==> config.mk <==
export PLATFORM = sky130hd
export DESIGN_NAME = if_pc_stage
export DESIGN_NICKNAME = d
export VERILOG_FILES = /design/src/rtl/if_pc_stage.sv
export SDC_FILE = /design/constraint.sdc
export NUM_CORES = 1
export LEC_CHECK = 0
export BUFFER_PORTS_ARGS = -buffer_cell sky130_fd_sc_hd__clkbuf_2
export CORE_MARGIN = 2
export CORE_UTILIZATION = 50
export DETAILED_ROUTE_END_ITERATION = 10
export PLACE_DENSITY = 0.8
export RECOVER_POWER = 100
export SLEW_MARGIN = 20
export SYNTH_ARGS = -nofsm -noshare
export SYNTH_HDL_FRONTEND = slang
export SYNTH_SLANG_ARGS = --single-unit
export TNS_END_PERCENT = 20
==> constraint.sdc <==
create_clock -name clk_i -period 3.2 [get_ports clk_i]
set_input_delay 0.16 -clock clk_i [delete_from_list [all_inputs] [get_ports clk_i]]
set_output_delay 0.16 -clock clk_i [all_outputs]
set_load 0.01 [all_outputs]
==> src/rtl/if_pc_stage.sv <==
// Instruction-fetch PC register and IF/ID pipeline register with hazard-driven
// hold/redirect control and saturating stall/flush event counters.
module if_pc_stage #(
    parameter logic [31:0] RESET_PC = 32'h0000_0000,
    parameter int          CNT_W    = 16
) (
    input  logic             clk_i,
    input  logic             rst_i,
    input  logic             stall_i,
    input  logic             flush_i,
    input  logic [31:0]      branch_target_i,
    input  logic [31:0]      instr_i,
    output logic [31:0]      pc_o,
    output logic [31:0]      if_id_pc_o,
    output logic [31:0]      if_id_instr_o,
    output logic             if_id_valid_o,
    output logic             bubble_o,
    output logic [CNT_W-1:0] stall_cnt_o,
    output logic [CNT_W-1:0] flush_cnt_o
);

    logic [31:0]      r_pc;
    logic [31:0]      r_if_id_pc;
    logic [31:0]      r_if_id_instr;
    logic             r_if_id_valid;
    logic [CNT_W-1:0] r_stall_cnt;
    logic [CNT_W-1:0] r_flush_cnt;

    logic             w_hold;
    logic             w_redirect;
    logic [31:0]      w_pc_plus4;
    logic             w_stall_sat;
    logic             w_flush_sat;

    // Stall has priority: a flush arriving during a stall is dropped and
    // re-presented by the hazard unit once the stall clears.
    assign w_hold      = stall_i;
    assign w_redirect  = flush_i && !stall_i;
    assign w_pc_plus4  = r_pc + 32'd4;
    assign w_stall_sat = &r_stall_cnt;
    assign w_flush_sat = &r_flush_cnt;

    always_ff @(posedge clk_i) begin
        if (!rst_i) begin
            r_pc          <= {RESET_PC[31:2], 2'b00};
            r_if_id_pc    <= 32'h0;
            r_if_id_instr <= 32'h0;
            r_if_id_valid <= 1'b0;
            r_stall_cnt   <= '0;
            r_flush_cnt   <= '0;
        end else if (w_hold) begin
            if (!w_stall_sat) begin
                r_stall_cnt <= r_stall_cnt + CNT_W'(1);
            end
        end else if (w_redirect) begin
            r_pc          <= {branch_target_i[31:2], 2'b00};
            r_if_id_pc    <= 32'h0;
            r_if_id_instr <= 32'h0;
            r_if_id_valid <= 1'b0;
            if (!w_flush_sat) begin
                r_flush_cnt <= r_flush_cnt + CNT_W'(1);
            end
        end else begin
            r_pc          <= w_pc_plus4;
            r_if_id_pc    <= w_pc_plus4;
            r_if_id_instr <= instr_i;
            r_if_id_valid <= 1'b1;
        end
    end

    assign pc_o          = r_pc;
    assign if_id_pc_o    = r_if_id_pc;
    assign if_id_instr_o = r_if_id_instr;
    assign if_id_valid_o = r_if_id_valid;
    assign bubble_o      = stall_i;
    assign stall_cnt_o   = r_stall_cnt;
    assign flush_cnt_o   = r_flush_cnt;

endmodule
# == After elaboration in Yosys (flattened, before gate mapping) ==
# Cells that the tools add are included.
# classes
addsub,3
mux,4
n_bitwise,3
reduce_logical,6
# ops
op,count
32-bit two-way mux,3
16-bit by 1-bit adder with 16-bit output (second input constant),2
32-bit by 3-bit adder with 32-bit output (second input constant),1
16-bit AND reduction,2
1-bit NOT,3
3-bit AND reduction,1
2-bit AND reduction,1
1-bit logical AND,1
1-bit logical NOT,1
1-bit two-way mux,1
# word_totals
register_bits,129
in_bits,68
out_inout_bits,130

# == Depth between registers and ports, before layout ==
# Gate-level depths: netlist of run 1.
# depth
depth_word,3
depth_mapped,7
ltp_nobuf,6

# == Worst setup path after synthesis of run 1 ==
# Ideal clock, no wire load.
# synth_timing
kind,reg-to-reg
startpoint,"register r_pc[2], in the netlist pc_o[2]"
endpoint,"register r_pc[22], in the netlist pc_o[22]"
setup_ns,0.132
t_arrival_ns,1.792
setup_slack_ns,1.276
stages_incl_launch_ff,8
n_path_buf,1
period_less_slack_ns,1.924
path_cell_list,dfxtp_1 -> ha_1 -> nand4_1 -> nor4_4 -> buf_4 -> and4_4 -> mux2i_1 -> a21oi_1
# synth_via
elab_chain_len,2
# synth_rtl
element,line_no,source
start: declaration,22,logic [31:0] r_pc;
start signal: assignment,45,"r_pc <= {RESET_PC[31:2], 2'b00};"
start signal: assignment,56,"r_pc <= {branch_target_i[31:2], 2'b00};"
start signal: assignment,64,r_pc <= w_pc_plus4;
32-bit by 3-bit adder with 32-bit output,39,assign w_pc_plus4 = r_pc + 32'd4;
32-bit two-way mux,55,end else if (w_redirect) begin
# Every way passes these cells.
# A chain may end at the register's enable or synchronous reset.

# == Worst setup path in the final report of run 1 ==
# layout_timing
startpoint,"register r_pc[4], in the netlist pc_o[4]"
endpoint,"register r_pc[23], in the netlist pc_o[23]"
# Same word-level chain as after synthesis.

==> out/qor.csv, run 1 <==
metric,value,unit
post-CTS setup buffers,0,
Sw Pwr,0.001013,W
First DRT Iteration DRCs,548,
Worst EP arrival,3.13,ns
grt total ovfl,0,
Post-Route Setup TNS,0,ns
type of the worst setup path,reg -> reg,
largest net degree at the start of global routing,50,
IO Pins,198,
CTS tree,yes,
gr usage total,0.2804,
RSZ-0062 raised after global routing,no,
clock-pin slew on the worst setup and hold paths,0.06,ns
crit share post-route,0.8410,
"Clk Latency, worst-skew pair",0.53,ns
largest area contributor in the netlist,dfxtp_1,
H-tree depth,4,
number of placement rows,38,
initial antenna violation count,0,
Total Routed Length,17.49,mm
DRC Markers,0,
CP Buf/Inv Count,0,
critical-path cell list,nand2_1 > nor3_1 > nand3_1 > o31a_1 > o211ai_1,
"Max FO, Critical Path",10,
DIE WIDTH,110.0,µm
Fmax,0.3716,GHz
total CTS buffers,17,
Max Slew Vio Count,25,
logic gate share of total power,0.090,
clock skew,0.008823,ns
Worst EP required,3.64,ns
highest ir drop seen on vdd,327.2,µV
power share of the sequential group,0.430,
Nets,940,
most frequent cells in the layout,"clkbuf_1, dfxtp_1, nand2_1",
"top cells by area, synth","dfxtp_1, a22o_1, nand2_1",
distinct cell type count after synthesis,60,
post-synthesis sequential area ratio,0.4494,
status,finished with violations,
CTS max path bufs,2,
Post-synth EDFFs,0,
Setup crit end kind,flop,
Setup crit start kind,flop,
Rel. slew slack,-0.1773,
worst-margin pin slew,1.760,ns
Avg Inst Size Synth,8.770,µm²
placed cell areas,0.006626,mm²
final worst path period need,2.691,ns
ANT cells,0,
CP peak stage delay,1.03,ns
Async SR Flop Fraction,0,
Fin. Hold Viols,0,
die area,0.01209,mm²
dominant synthesized flop cell,dfxtp_1,
share of post-route cells with drive strength above 1,0.1259,
post-route ant nets,0,
Finished Cell Area,0.007538,mm²
cells after synthesis,640,
first-pass GRT wire length,26.46,mm
wire per inst,17.12,µm
area of the core,0.01089,mm²
Vias/cell,5.700,
Vias,5825,
failing checks,"capacitance limit, slew limit",
CP top delay family,simple AND/OR/NAND/NOR gates,
Max Cap Viol,1,
HP Class,in -> reg,
top cell type's share of synthesized area,0.4494,
synthesized cell area,0.005613,mm²
"commonest non-fill, non-tap cell in the layout",clkbuf_1,
clock network power share,0.480,
DRT Pass-1 Iters,5,
GP Congestion,0.8870,
Synth Register Bits,126,
Setup Viol. Count Final,0,
Sinks on Clock Net,126,
Internal,0.002890,W
Fillers,891,
Area Overhead vs Synth,34.31,%
YS warnings,0,
CP max-delay cell,nor3_1,
vias in the first global route,5434,
Die Span Y,110.0,µm
P per Cell Area,517.8,mW/mm²
Detailed Place HPWL,10.91,mm
final core utilization,0.6924,
switching share of total power,0.2596,
IO Port Bufs,193,
Leak Pwr,2.897,nW
Root Buffer,clkbuf_8,
Initial Util,0.5155,
[per-layer routing]
metal	global-route usage	wire, µm	vias up
met5	0	0	-
met4	0.1175	392	0
met3	0.06758	1494	42
met2	0.4750	8608	277
met1	0.3382	6997	2732
li1	-	-	2774
[registers in the layout, summed over array words and instances (netlist names)]
signal and flops:
if_id_instr_o 32, if_id_pc_o 31, pc_o 30, if_id_valid_o 1, flush_cnt_o 16, stall_cnt_o 16
[synthesized netlist by cell type, types with 2 or more instances]
| cell | n |
|---|---|
| dfxtp_1 | 126 |
| nand2_1 | 68 |
| nor2_1 | 59 |
| nand3_1 | 35 |
| o21ai_0 | 33 |
| a22o_1 | 32 |
| clkbuf_1 | 31 |
| a21oi_1 | 27 |
| nand4_1 | 23 |
| xnor2_1 | 23 |
| xor2_1 | 23 |
| a22oi_1 | 18 |
| and3_1 | 12 |
| mux2i_1 | 11 |
| buf_2 | 8 |
| nor3_1 | 8 |
| o22ai_1 | 8 |
| and4_1 | 6 |
| buf_4 | 6 |
| inv_1 | 6 |
| nor4_1 | 6 |
| a211oi_1 | 5 |
| nor2b_1 | 5 |
| o21ai_1 | 5 |
| nand2b_1 | 4 |
| o31a_1 | 4 |
| a31oi_1 | 3 |
| and2_1 | 3 |
| ha_1 | 3 |
| o211ai_1 | 3 |
| o41ai_1 | 3 |
| a32oi_1 | 2 |
| buf_1 | 2 |
| nor3_2 | 2 |
| or3_1 | 2 |
[what timing repair did]
item                      4_1_cts  5_1_grt
hold buffers                   54        0
hold endpoints to repair       54        0
resized for setup               0        0
[power by group through the flow]
stage | Combinational, W | Sequential, W | Clock, W
floorplan | 0.000157 | 0.00172 | 0
global placement | 0.000296 | 0.00171 | 0
detailed placement | 0.000301 | 0.00171 | 0
CTS | 0.000357 | 0.00168 | 0.00189
global route | 0.000378 | 0.00169 | 0.00196
finish | 0.000349 | 0.00168 | 0.00187
[layout make-up]
type                            instances  area [µm²]  share of cell area
Clock buffer                           17       414.1             0.05494
Clock inverter                         15       163.9             0.02174
Inverter                                7       26.28            0.003485
Multi-Input combinational cell        461        2826              0.3749
Sequential cell                       126        2522              0.3346
Tap cell                              140       175.2             0.02324
Timing Repair Buffer                  256        1410              0.1871
[worst paths after layout]
| path | startpoint | endpoint | slack, ns | depth (start not counted) |
|---|---|---|---|---|
| worst max-delay path | pc_o[4] | pc_o[23] | 0.51 | 5 |
| worst min-delay path | branch_target_i[7] | pc_o[7] | 0.02 | 5 |
| worst max register to register | pc_o[4] | pc_o[23] | 0.51 | 5 |
| worst min register to register | if_id_pc_o[13] | if_id_pc_o[13] | 0.45 | 2 |
[logic make-up (layout without fill, tap and decap cells)]
logic type                 Yosys count  after routing  share of synthesized area
AOI/OAI and AO/OA                  158            158                     0.1942
xor gates and xnor gates            46             46                    0.07178
other                                1              2                  0.0006681
and+or+nand+nor                    241            241                     0.2158
buffers and inverters               54            295                    0.04191
DFF                                126            126                     0.4494
adders and majority gates            3              3                   0.006688
muxes                               11             11                    0.01962
[metrics by stage]
stage	hold WS (ns)	power, W	instances	worst slack (ns)
detailed placement	0.3766	0.002013	936	0.7768
CTS	0.002480	0.003920	1022	0.7651
finish	0.01590	0.003903	1022	0.5088
floorplan	0.2857	0.001875	641	1.276
global placement	0.3728	0.002002	936	0.8462
global route	0.02398	0.004026	1022	0.3712
[worst register-to-register path, cell delays in order, from the launching register on]
cell	delay, ns
dfxtp_1	0.50
nand2_1	0.15
nor3_1	1.04
nand3_1	0.42
o31a_1	0.35
o211ai_1	0.16
Power figures use the tool's default switching activity.
==> run 2, diff against run 1 <==
- CORE_UTILIZATION: 50 -> 45
- PLACE_DENSITY: 0.8 -> 0.76
- clock period: 3.2 -> 2.45 ns (I/O delays scaled with it)
==> run 2 against run 1 <==
  * The flow now finishes without violations
  * Sequential power grew 30%
  * Worst hold slack worse by 0.0082 ns
  * Clock power increased by 34%
  * First-iteration DRC count shrank 27%
  * Final area is 0.33% higher
  * Fmax grew 24%
  * Highest routed layer unchanged
  * Final cell count grew 2.6%
  * Largest power group unchanged
  * Combinational power rose by 28%
  * Flip-flop and latch count is the same
  * Clock skew decreased by 0.0020 ns
  * Via count fell by 2.6%
  * Global-route usage decreased by 4.3 points
==> out/qor.csv, run 2 (synthesized netlist as in run 1, its figures left out) <==
metric,value,unit,change
worst-margin pin slew,0.7106,ns,was 1.760 ns
crit share post-route,0.8828,,was 0.8410
Fin. Hold Viols,0,,unchanged
PostCTS Resize Cnt,0,,unchanged
IO Port Bufs,193,,unchanged
post-CTS setup buffers,0,,unchanged
RR Endpoint,if_id_pc_o[18],,was pc_o[23]
"most used cell, CP",nand4_1,,
Fmax,0.4623,GHz,was 0.3716 GHz
Fillers,1163,,was 891
Vias/cell,5.408,,was 5.700
Detailed Place HPWL,10.88,mm,was 10.91 mm
max reg flops,32,,unchanged
IO Pins,198,,unchanged
DIE WIDTH,115.7,µm,was 110.0 µm
final hold slack,0.007688,ns,was 0.01590 ns
ANT cells,0,,unchanged
share of post-route cells with drive strength above 1,0.1339,,was 0.1259
First DRT Iteration DRCs,399,,was 548
placed cell areas,0.006716,mm²,was 0.006626 mm²
register area,0.002522,mm²,unchanged
DRC Markers,0,,unchanged
critical-path cell list,ha_1 > nand4_1 > nor4_4 > clkbuf_1 > nand4_1 > xor2_1 > o21ai_0,,was nand2_1 > nor3_1 > nand3_1 > o31a_1 > o211ai_1
Worst EP arrival,2.50,ns,was 3.13 ns
vias in the first global route,5136,,was 5434
"Clk Latency, worst-skew pair",0.42,ns,was 0.53 ns
highest ir drop seen on vdd,438.9,µV,was 327.2 µV
post-route ant nets,0,,unchanged
Initial Util,0.4634,,was 0.5155
"Max FO, Critical Path",7,,was 10
status,"finished, final reports clean",,was finished with violations
initial antenna violation count,0,,unchanged
HP Start,branch_target_i[13],,was branch_target_i[7]
largest net degree at the start of global routing,39,,was 50
Worst EP required,2.79,ns,was 3.64 ns
"commonest non-fill, non-tap cell in the layout",clkbuf_1,,unchanged
P per Cell Area,678.6,mW/mm²,was 517.8 mW/mm²
type of the worst setup path,reg -> reg,,unchanged
Total Routed Length,16.26,mm,was 17.49 mm
gr usage total,0.2377,,was 0.2804
Root Buffer,clkbuf_16,,was clkbuf_8
CTS tree,yes,,unchanged
R2R Setup Slk,0.29,ns,was 0.51 ns
Die Span Y,115.7,µm,was 110.0 µm
first-pass GRT wire length,25.12,mm,was 26.46 mm
CTS max path bufs,2,,unchanged
area of the core,0.01211,mm²,was 0.01089 mm²
multi-input logic area,0.002841,mm²,was 0.002826 mm²
final worst path period need,2.163,ns,was 2.691 ns
clock skew,0.006811,ns,was 0.008823 ns
Rel. slew slack,0.5226,,was -0.1773
# hold bufs at CTS,46,,was 54
DRT Pass-1 Iters,5,,unchanged
start of the worst register-to-register path,pc_o[2],,was pc_o[4]
Hold Path Stages,3,,was 5
Leak Pwr,2.908,nW,was 2.897 nW
Finished Cell Area,0.007564,mm²,was 0.007538 mm²
CP max-delay cell,dfxtp_1,,was nor3_1
Vias,5673,,was 5825
wire per inst,15.50,µm,was 17.12 µm
H-tree depth,4,,unchanged
die area,0.01338,mm²,was 0.01209 mm²
Sinks on Clock Net,126,,unchanged
Setup crit start kind,flop,,unchanged
overall power,0.005133,W,was 0.003903 W
Area Overhead vs Synth,34.75,%,was 34.31%
Hold Path End,pc_o[13],,was pc_o[7]
GP Congestion,0.8328,,was 0.8870
RSZ-0062 raised after global routing,no,,unchanged
CP peak stage delay,0.44,ns,was 1.03 ns
clock-pin slew on the worst setup and hold paths,0.06,ns,about the same
Max Slew Vio Count,0,,was 25
Setup crit end kind,flop,,unchanged
total CTS buffers,17,,unchanged
Setup Viol. Count Final,0,,unchanged
Nets,939,,was 940
HP Class,in -> reg,,unchanged
r2r worst-path depth,7,,was 5
Post-Route Setup TNS,0,ns,unchanged
most frequent cells in the layout,"clkbuf_1, dfxtp_1, nand2_1",,unchanged
number of placement rows,40,,was 38
grt total ovfl,0,,unchanged
Max Cap Viol,0,,was 1
## run 2: cell types whose count changed in the layout (fill, tap and decap cells not counted), sizes merged
| cell | delta |
|---|---|
| clkbuf | +5 |
| buf | +4 |
| clkinvlp | -3 |
| clkinv | +2 |
| inv | -1 |
| dlygate4sd3 | -8 |
## run 2: worst max-delay path by stage
stage | cells past startpoint | slack [ns] | endpoint | from
final | 7 | 0.29 | if_id_pc_o[18] | pc_o[2]
after global routing | 7 | 0.09 | if_id_pc_o[18] | pc_o[2]
after CTS | 6 | 0.34 | pc_o[30] | pc_o[2]
after detailed placement | 6 | 0.39 | pc_o[30] | pc_o[2]
after global placement | 6 | 0.42 | pc_o[30] | pc_o[2]
after floorplan | 7 | 0.53 | pc_o[22] | pc_o[2]
## run 2: cell type report
| cell class | instances | share of cell area |
|---|---|---|
| multi-input combinational | 461 | 0.3757 |
| sequential | 126 | 0.3335 |
| timing repair buffer | 255 | 0.1813 |
| clock buffer | 19 | 0.05988 |
| tap | 168 | 0.02779 |
| clock inverter | 13 | 0.01836 |
| inverter | 7 | 0.003474 |
## run 2: routing by layer
layer	part of all wire	global-route usage	vias to the layer above
li1	-	-	2775
met4	0.031	0.1167	0
met5	0	0	-
met1	0.43	0.2873	2651
met3	0.054	0.06224	39
met2	0.49	0.3938	208
## run 2: metrics by stage
stage	worst slack [ns]	instances	util
final	0.2871	1049	0.6245
after detailed placement	0.3941	971	0.5545
after global placement	0.4246	971	0.5545
after floorplan	0.5260	641	-
after CTS	0.3417	1049	0.6414
after global routing	0.09362	1049	0.6245
## run 2: report_power, final
part	internal [W]	switching (W)
sequential	0.00212	0.0000762
clock	0.00155	0.000944
combinational	0.000200	0.000245
total	0.00387	0.00127
## run 2: critical path, delay by kind of cell, from the launching register on
| family | cells | cell delay [ns] |
|---|---|---|
| DFF | 1 | 0.44 |
| xor gates and xnor gates | 1 | 0.18 |
| adders and majority gates | 1 | 0.21 |
| and+or+nand+nor | 3 | 0.80 |
| AOI/OAI and AO/OA | 1 | 0.16 |
| buffers and inverters | 1 | 0.28 |
